`config.mk`:
```
export PLATFORM = sky130hd
export DESIGN_NAME = fir_xif_offloader
export DESIGN_NICKNAME = d
export VERILOG_FILES = /design/src/rtl/fir_xif_offloader.sv
export SDC_FILE = /design/constraint.sdc
export NUM_CORES = 1
export LEC_CHECK = 0
export BUFFER_PORTS_ARGS = -buffer_cell sky130_fd_sc_hd__clkbuf_2
export CAP_MARGIN = 0
export CORE_MARGIN = 2
export CORE_UTILIZATION = 46
export CTS_BUF_LIST = sky130_fd_sc_hd__clkbuf_2 sky130_fd_sc_hd__clkbuf_4 sky130_fd_sc_hd__clkbuf_8
export CTS_CLUSTER_DIAMETER = 200
export DETAILED_ROUTE_END_ITERATION = 8
export PLACE_DENSITY_LB_ADDON = 0.08
export SKIP_CTS_REPAIR_TIMING = 1
export SLEW_MARGIN = 20
export SYNTH_ARGS = -nofsm -noshare
export SYNTH_HDL_FRONTEND = slang
export SYNTH_SLANG_ARGS = --single-unit
```
`constraint.sdc`:
```
create_clock -name clk_i -period 4.2 [get_ports clk_i]
set_input_delay 0.63 -clock clk_i [delete_from_list [all_inputs] [get_ports clk_i]]
set_output_delay 0.63 -clock clk_i [all_outputs]
set_load 0.01 [all_outputs]
```
`src/rtl/fir_xif_offloader.sv`:
```
// Core-side CV-X-IF initiator for the FIR coprocessor: encodes FIR commands, drives issue/commit,
// tracks writeback IDs that are still owed a result, and forwards matching results as responses.
//
// state  | meaning
// IDLE   | waiting for a command; ready when the next ID is free and below the outstanding limit
// ISSUE  | issue request held stable until the coprocessor takes it
// COMMIT | one-cycle commit strobe for the issued ID, then advance next_id
module fir_xif_offloader #(
    parameter int X_ID_WIDTH      = 4,
    parameter int MAX_OUTSTANDING = 4
) (
    input  logic                                   clk_i,
    input  logic                                   rst_ni,
    input  logic                                   cmd_valid_i,
    output logic                                   cmd_ready_o,
    input  logic [1:0]                             cmd_instr_i,
    input  logic [4:0]                             cmd_rs1_i,
    input  logic [4:0]                             cmd_rs2_i,
    input  logic [4:0]                             cmd_rd_i,
    input  logic [11:0]                            cmd_imm_i,
    input  logic [31:0]                            cmd_op_a_i,
    input  logic [31:0]                            cmd_op_b_i,
    input  logic                                   cmd_kill_i,
    output logic                                   x_issue_valid_o,
    input  logic                                   x_issue_ready_i,
    output logic [31:0]                            x_issue_instr_o,
    output logic [X_ID_WIDTH-1:0]                  x_issue_id_o,
    output logic [31:0]                            x_issue_rs0_o,
    output logic [31:0]                            x_issue_rs1_o,
    output logic [1:0]                             x_issue_rs_valid_o,
    input  logic                                   x_issue_accept_i,
    input  logic                                   x_issue_writeback_i,
    output logic                                   x_commit_valid_o,
    output logic [X_ID_WIDTH-1:0]                  x_commit_id_o,
    output logic                                   x_commit_kill_o,
    input  logic                                   x_result_valid_i,
    output logic                                   x_result_ready_o,
    input  logic [X_ID_WIDTH-1:0]                  x_result_id_i,
    input  logic [31:0]                            x_result_data_i,
    input  logic [4:0]                             x_result_rd_i,
    input  logic                                   x_result_we_i,
    output logic                                   rsp_valid_o,
    output logic [X_ID_WIDTH-1:0]                  rsp_id_o,
    output logic [4:0]                             rsp_rd_o,
    output logic [31:0]                            rsp_data_o,
    output logic                                   reject_o,
    output logic                                   spurious_o,
    output logic [$clog2(MAX_OUTSTANDING+1)-1:0]   outstanding_o
);
    localparam int              NID    = 2**X_ID_WIDTH;
    localparam int              OW     = $clog2(MAX_OUTSTANDING+1);
    localparam logic [6:0]      OPCODE = 7'b1011011;
    localparam logic [OW-1:0]   MAX_OS = OW'(MAX_OUTSTANDING);

    typedef enum logic [1:0] {IDLE, ISSUE, COMMIT} state_e;

    state_e                 state_q;
    logic [X_ID_WIDTH-1:0]  next_id_q, id_q, commit_id_q, rsp_id_q;
    logic [31:0]            instr_q, rs0_q, rs1_q, rsp_data_q;
    logic [1:0]             rs_valid_q;
    logic                   kill_q, issue_valid_q, commit_valid_q, commit_kill_q;
    logic                   rsp_valid_q, reject_q, spurious_q;
    logic [4:0]             rsp_rd_q;
    logic [NID-1:0]         pending_q, pending_d, pend_set, pend_clr;
    logic [OW-1:0]          outstanding_q, outstanding_d;
    logic                   cmd_hs, res_hit;
    logic [31:0]            enc_instr;
    logic [1:0]             enc_rsv;

    // Ready terms are combinational, so gate them with reset to keep outputs low while held.
    assign cmd_ready_o      = rst_ni && (state_q == IDLE) && !pending_q[next_id_q]
                              && (outstanding_q < MAX_OS);
    assign x_result_ready_o = rst_ni;
    assign cmd_hs           = cmd_valid_i && cmd_ready_o;
    assign res_hit          = x_result_valid_i && pending_q[x_result_id_i];

    always_comb begin
        enc_rsv = 2'b11;
        case (cmd_instr_i)
            2'b10: begin
                enc_instr = {cmd_imm_i, cmd_rs1_i, 3'b000, cmd_rd_i, OPCODE};
                enc_rsv   = 2'b01;
            end
            2'b11:   enc_instr = {cmd_imm_i[11:5], cmd_rs2_i, cmd_rs1_i, 3'b001, cmd_imm_i[4:0], OPCODE};
            2'b01:   enc_instr = {7'b0, cmd_rs2_i, cmd_rs1_i, 3'b010, cmd_rd_i, OPCODE};
            default: enc_instr = {7'b0, cmd_rs2_i, cmd_rs1_i, 3'b111, cmd_rd_i, OPCODE};
        endcase
    end

    always_comb begin
        pend_set = '0;
        pend_clr = '0;
        if (issue_valid_q && x_issue_ready_i && x_issue_accept_i && x_issue_writeback_i && !kill_q)
            pend_set[id_q] = 1'b1;
        if (res_hit)
            pend_clr[x_result_id_i] = 1'b1;
        pending_d     = (pending_q & ~pend_clr) | pend_set;
        outstanding_d = '0;
        for (int i = 0; i < NID; i++)
            outstanding_d = outstanding_d + OW'(pending_d[i]);
    end

    always_ff @(posedge clk_i or negedge rst_ni) begin
        if (!rst_ni) begin
            state_q        <= IDLE;
            next_id_q      <= '0;
            id_q           <= '0;
            instr_q        <= '0;
            rs0_q          <= '0;
            rs1_q          <= '0;
            rs_valid_q     <= '0;
            kill_q         <= 1'b0;
            issue_valid_q  <= 1'b0;
            commit_valid_q <= 1'b0;
            commit_id_q    <= '0;
            commit_kill_q  <= 1'b0;
            reject_q       <= 1'b0;
        end else begin
            reject_q <= 1'b0;
            case (state_q)
                IDLE: begin
                    if (cmd_hs) begin
                        instr_q       <= enc_instr;
                        rs0_q         <= cmd_op_a_i;
                        rs1_q         <= cmd_op_b_i;
                        rs_valid_q    <= enc_rsv;
                        kill_q        <= cmd_kill_i;
                        id_q          <= next_id_q;
                        issue_valid_q <= 1'b1;
                        state_q       <= ISSUE;
                    end
                end
                ISSUE: begin
                    if (x_issue_ready_i) begin
                        issue_valid_q  <= 1'b0;
                        commit_valid_q <= 1'b1;
                        commit_id_q    <= id_q;
                        commit_kill_q  <= kill_q | !x_issue_accept_i;
                        reject_q       <= !x_issue_accept_i;
                        state_q        <= COMMIT;
                    end
                end
                COMMIT: begin
                    commit_valid_q <= 1'b0;
                    commit_kill_q  <= 1'b0;
                    next_id_q      <= next_id_q + X_ID_WIDTH'(1);
                    state_q        <= IDLE;
                end
                default: state_q <= IDLE;
            endcase
        end
    end

    always_ff @(posedge clk_i or negedge rst_ni) begin
        if (!rst_ni) begin
            pending_q     <= '0;
            outstanding_q <= '0;
            rsp_valid_q   <= 1'b0;
            rsp_id_q      <= '0;
            rsp_rd_q      <= '0;
            rsp_data_q    <= '0;
            spurious_q    <= 1'b0;
        end else begin
            pending_q     <= pending_d;
            outstanding_q <= outstanding_d;
            rsp_valid_q   <= res_hit;
            spurious_q    <= x_result_valid_i && !pending_q[x_result_id_i];
            if (res_hit) begin
                rsp_id_q   <= x_result_id_i;
                rsp_rd_q   <= x_result_rd_i;
                rsp_data_q <= x_result_we_i ? x_result_data_i : 32'h0;
            end
        end
    end

    assign x_issue_valid_o    = issue_valid_q;
    assign x_issue_instr_o    = instr_q;
    assign x_issue_id_o       = id_q;
    assign x_issue_rs0_o      = rs0_q;
    assign x_issue_rs1_o      = rs1_q;
    assign x_issue_rs_valid_o = rs_valid_q;
    assign x_commit_valid_o   = commit_valid_q;
    assign x_commit_id_o      = commit_id_q;
    assign x_commit_kill_o    = commit_kill_q;
    assign rsp_valid_o        = rsp_valid_q;
    assign rsp_id_o           = rsp_id_q;
    assign rsp_rd_o           = rsp_rd_q;
    assign rsp_data_o         = rsp_data_q;
    assign reject_o           = reject_q;
    assign spurious_o         = spurious_q;
    assign outstanding_o      = outstanding_q;
endmodule
```
## After elaboration in Yosys (flattened, before gate mapping)

Cells that the tools add are included.

| word-level totals | value |
|---|---|
| memories | 0 |
| bits in latches | 0 |
| input port bits | 143 |
| memory bits (read-only) | 0 |
| bits in registers | 179 |
| output and inout port bits | 158 |
| bits in writable memories | 0 |
| word-level logic and storage cells | 102 |

| cells by class | value |
|---|---|
| reduce and logical (&&, ||, !) cells | 24 |
| multipliers | 0 |
| eq/ne operators | 7 |
| bitwise operators | 4 |
| shift-type cells | 0 |
| div/mod/pow operators | 0 |
| add/subtract/negate cells | 16 |
| mux-type cells | 25 |
| magnitude comparators | 6 |

Operator list:

| kind | number |
|---|---|
| $pmux 32 s3 | 1 |
| $add 3x1->3 | 13 |
| $mux 16 | 2 |
| $mux 32 | 1 |
| $and 16x16->16 | 1 |
| $not 16->16 | 1 |
| $or 16x16->16 | 1 |
| $lt 4x5->1 const B | 3 |
| $logic_and 1x1->1 | 12 |
| $mux 1 | 10 |
| $bmux 1 s4 | 2 |
| $demux 1 s4 | 2 |
| $ge 4x1->1 const B | 2 |
| $reduce_and 2->1 | 4 |
| $eq 2x2->1 const B | 3 |
| $mux 2 | 3 |
| $pmux 1 s2 | 3 |
| $add 4x1->4 const B | 1 |
| $eq 2x1->1 const B | 2 |
| $logic_not 1->1 | 4 |
| $ne 2x2->1 const B | 2 |
| $pmux 2 s2 | 1 |
| $reduce_bool 2->1 | 2 |
| $add 2x1->3 | 1 |
| 5 further kinds | 5 |

## Logic depth before layout (Yosys ltp)

| depth | value |
|---|---|
| depth after elaboration | 23 |
| gate-level depth with buffers | 17 |
| gate-level depth less buffers | 16 |

## Least setup slack after synthesis

OpenSTA, ideal clock, no wires.

| path | value |
|---|---|
| path kind | input to register |
| from | input x_result_id_i[1] |
| to | register outstanding_q[2] (netlist: outstanding_o[2]) |
| setup slack | -0.667 ns |
| arrival | 4.787 ns |
| buffers on the path | 1 |
| required time | 4.120 ns |
| stages on the path | 15 |
| setup time | 0.080 ns |
| cell sequence | clkbuf_1 mux2_2 nor3_1 nand3_1 o2bb2ai_1 fa_1 fa_1 fa_1 inv_1 fa_1 inv_1 ha_1 fa_1 xnor2_1 xnor2_1 |

| on the way | value |
|---|---|
| longest elaborated chain between the ends | 23 |
| elaborated cells between the ends (all ways) | 27 |
| classes of those cells | add/sub: 15; order compare: 2; mux: 5; bitwise: 3; reduce/logical: 2 |

RTL lines:

| what | RTL line | RTL |
|---|---|---|
| start: declaration | 38 | `input logic [X_ID_WIDTH-1:0] x_result_id_i,` |
| $lt 4x5->1 (implied by the code) / $ge 4x1->1 (equally long branches) | 96 | `pend_clr[x_result_id_i] = 1'b1;` |
| $logic_and 1x1->1 (implied by the code) | 96 |  |
| $mux 1 (implied by the code) | 96 |  |
| $demux 1 s4 | 96 |  |
| $mux 16 * | 95 | `if (res_hit)` |
| $not 16->16 * | 97 | `pending_d = (pending_q & ~pend_clr) \| pend_set;` |
| $and 16x16->16 * | 97 |  |
| $or 16x16->16 * | 97 |  |
| via pending_d[0] | 64 | `logic [NID-1:0] pending_q, pending_d, pend_set, pend_clr;` |
| $add 1x1->2 * | 100 | `outstanding_d = outstanding_d + OW'(pending_d[i]);` |
| $add 2x1->3 * | 100 |  |
| $add 3x1->3 * (13 in series) | 100 |  |
| via outstanding_d[2] | 65 | `logic [OW-1:0] outstanding_q, outstanding_d;` |
| end signal: assignment | 165 | `outstanding_q <= outstanding_d;` |
| end: declaration | 65 |  |

The timed path passes the listed nets; every way through them passes the cells marked *. The select of a mux whose other input is x is not followed.
A chain may end at the register's enable or synchronous reset.

## Worst setup path after layout

| path | value |
|---|---|
| from | register kill_q |
| to | register outstanding_q[2] (netlist: outstanding_o[2]) |

| on the way | value |
|---|---|
| longest elaborated chain between the ends | 19 |

RTL lines:

| what | RTL line | RTL |
|---|---|---|
| start: declaration | 61 | `logic kill_q, issue_valid_q, commit_valid_q, commit_kill_q;` |
| start signal: assignment | 127 | `kill_q <= cmd_kill_i;` |
| $logic_not 1->1 * | 93 | `if (issue_valid_q && x_issue_ready_i && x_issue_accept_i && x_issue_writeback_i && !kill_q)` |
| $logic_and 1x1->1 * | 93 |  |
| $mux 16 * | 93 |  |
| $or 16x16->16 * | 97 |  |
| $add 1x1->2 | 100 |  |
| $add 2x1->3 | 100 |  |
| $add 3x1->3 (12 in series) | 100 |  |
| $add 3x1->3 * | 100 |  |
| via outstanding_d[2] | 65 |  |

The timed path passes the listed nets; every way through them passes the cells marked *.

==> impl_metrics.json <==
{
  "status": "finished, violations left",
  "violations": "negative setup slack",
  "power_switching_mw": 2.50,
  "clkPwrFrac": 0.160,
  "drtAntennaViolNets": 0,
  "path_clk_slew_ps": 90,
  "fin_ws_ps": -152,
  "htree_levels": 4,
  "num_vias": 5898,
  "clock-sinks": 172,
  "hold_viol": 0,
  "path_class": "reg -> reg",
  "ys_warn_count": 0,
  "final_cell_area_um2": 9980,
  "wl_per_cell_um": 16.2,
  "clock-root-buffer": "clkbuf_8",
  "async_flop_share": 1.00,
  "portBuffers": 298,
  "cpMaxStageDelayCell": "fa_1",
  "post-place-cells": 1147,
  "fin_skew_ps": 12.2,
  "yosysTopAreaCell": "dfrtp_1",
  "pin_count": 301,
  "hold_class": "in -> async",
  "area_delta_synth_final_pct": 30.9,
  "drtIter0Drc": 223,
  "avgSynthCellArea_um2": 12.2,
  "antenna_found_initial": 0,
  "start_util": 0.465,
  "power.density_nw_per_um2": 677,
  "cts.path.max_buffers": 2,
  "cp_top_family": "adder cells",
  "slew_headroom": 0.426,
  "fp.dieArea_um2": 17600,
  "finalSetupViolCount": 2,
  "critPathMaxFanout": 5,
  "synth-main-ff-cell": "dfrtp_1",
  "pre_cts_ws_ps": -647,
  "rsz0062_at_grt": "true",
  "crit_required_ps": 4540,
  "syn_inst": 623,
  "yosysTopAreaCellShare": 0.564,
  "crit_arrival_ps": 4690,
  "syn_area_um2": 7620,
  "num-fill-cells": 1358,
  "path_buf_inv": 4,
  "finish.cell_count_without_fillers": 1180,
  "die_w_um": 133,
  "min_period_ps": 4350,
  "cp-end-kind": "register",
  "viasPerCell": 5.00,
  "worst_pin_slew_ps": 862,
  "fp-row-count": 47,
  "grt_max_degree": 98,
  "slew_violations": 0,
  "worstPathCellList": "nor2b_2, nand4_1, inv_1, nand3_2, o21a_1, fa_1, inv_2, fa_1, fa_1, inv_1, fa_1, inv_1, ha_2, fa_2, xnor2_2, xnor2_1",
  "yosys.cell_types.count": 43,
  "maxCapViolations": 0,
  "cpPeakStageDelay_ps": 550,
  "timing.final.crit_share": 1.04,
  "power_mw": 6.76,
  "ir_drop_mv": 0.301,
  "drive_above_1_share": 0.503,
  "layout_commonest_cell": "clkbuf_2",
  "grtUsageTotal": 0.222,
  "placed_area_um2": 9590,
  "num_antenna_cells": 0,
  "nets": 1108,
  "wl_um": 19100,
  "drtPass1Iterations": 4,
  "p_comb_frac": 0.418,
  "worst_setup_path_start_kind": "register",
  "reg2reg_slack_ps": -150,
  "grt_remaining_overflow": 0,
  "fin_tns_setup_ps": -160,
  "multi_input_area_um2": 2990,
  "final_cell_mix": "296 x clkbuf_2, 172 x dfrtp_1, 91 x mux2_2",
  "dp_hpwl_um": 14800,
  "hold_ws_ps": 310,
  "cts_buffers": 17,
  "intPower_mw": 4.25,
  "gp_congestion": 0.900,
  "drc_errors": 0,
  "leakagePower_nw": 5.23,
  "die_h_um": 133,
  "path_common_cell": "fa_1",
  "synth_edf_count": 0,
  "switching_share": 0.370,
  "clock_latency_ps": 450,
  "synthTopCellsByArea": "dfrtp_1 56%, mux2_2 14%, mux2i_1 5.1%, inv_1 2.9%, nand2_1 2.8%",
  "ys_ff_latch": 172,
  "p_seq_frac": 0.422,
  "ff_latch_area_um2": 4300,
  "cts_tree": "yes",
  "grt_pass1_wl_um": 31000,
  "ys_seq_area_frac": 0.564,
  "core_um2": 16400,
  "grt_pass1_vias": 6070,
  "max_clock_freq_mhz": 230,
  "utilization": 0.608
}
[cells in the mapped netlist (2+ instances only)]
| cell | count |
|---|---|
| mux2i_1 | 39 |
| a21oi_1 | 13 |
| fa_1 | 10 |
| a21o_1 | 2 |
| or2_2 | 2 |
| nand4_1 | 2 |
| xnor2_1 | 5 |
| nor2b_1 | 3 |
| o2bb2ai_1 | 4 |
| nor2_1 | 22 |
| o2111ai_1 | 2 |
| o21ai_0 | 36 |
| nand2_1 | 57 |
| nand3b_1 | 4 |
| clkbuf_1 | 8 |
| dfrtp_1 | 172 |
| or3_1 | 3 |
| buf_4 | 19 |
| nor3_1 | 3 |
| nand3_1 | 13 |
| o21a_1 | 4 |
| and3_1 | 2 |
| a22oi_1 | 9 |
| a31oi_1 | 2 |
| ha_1 | 7 |
| mux2_2 | 94 |
| mux4_2 | 3 |
| inv_1 | 59 |
| nand2b_1 | 5 |
| buf_2 | 6 |
[cell type report]
class                      instances  share of cell area
tap                              220              0.0276
timing repair buffer             340               0.183
clock inverter                    13              0.0118
multi-input combinational        358               0.300
clock buffer                      18              0.0242
inverter                          59              0.0222
sequential                       172               0.431
[sequential cells by signal, summed over array words and instances, names as in the netlist, 2 cells and up]
name	cells
x_issue_instr_o	25
rsp_rd_o	5
outstanding_o	3
next_id_q	4
state_q	2
rsp_data_o	32
x_issue_rs_valid_o	2
x_issue_rs0_o	32
x_issue_rs1_o	32
pending_q	16
x_commit_id_o	4
x_issue_id_o	4
rsp_id_o	4
[final timing paths]
check                                 start               end  cells after the start
hold / removal                       rst_ni  x_commit_id_o[3]                      2
min in group clk_i         x_issue_accept_i          reject_o                      2
setup / recovery                     kill_q  outstanding_o[2]                     16
hold reg to reg            x_commit_id_o[0]  x_commit_id_o[0]                      2
setup reg to reg                     kill_q  outstanding_o[2]                     16
max in group asynchronous            rst_ni      pending_q[6]                      3
[kinds of logic after synthesis]
| kind of cell | after synthesis | synth area share |
|---|---|---|
| AO/OA/AOI/OAI | 76 | 0.0617 |
| XOR/XNOR | 6 | 0.00689 |
| adder cells (fa/ha/maj) | 17 | 0.0377 |
| buffers and inverters | 94 | 0.0576 |
| flip-flops | 172 | 0.564 |
| multiplexers | 136 | 0.199 |
| other | 1 | 0.000492 |
| AND/OR/NAND/NOR | 121 | 0.0722 |
[worst register-to-register path, cell delays in order (launching register included)]
cell     delay [ps]
dfrtp_1         390
nor2b_2         140
nand4_1         230
inv_1           150
nand3_2         130
o21a_1          230
fa_1            550
inv_2            40
fa_1            500
fa_1            550
inv_1            50
fa_1            470
inv_1            40
ha_2            170
fa_2            350
xnor2_2         140
xnor2_1         120
[power groups by stage]
stage | clock network (mW) | registers [mW] | logic, mW
after floorplan | 0 | 3.10 | 1.41
after global placement | 0 | 2.85 | 2.80
after detailed placement | 0 | 2.88 | 2.86
after CTS | 1.12 | 2.86 | 2.86
after global routing | 1.19 | 2.95 | 3.10
final | 1.08 | 2.85 | 2.82
[layer usage]
metal,part of all wire,wire [um],vias to the layer above,track usage
met4,0.027,514,0,0.0938
li1,-,-,2744,-
met3,0.077,1470,38,0.0621
met1,0.41,7870,2842,0.278
met2,0.48,9270,274,0.363
met5,0,0,-,0
No activity file was read; power rests on OpenSTA's default activity.
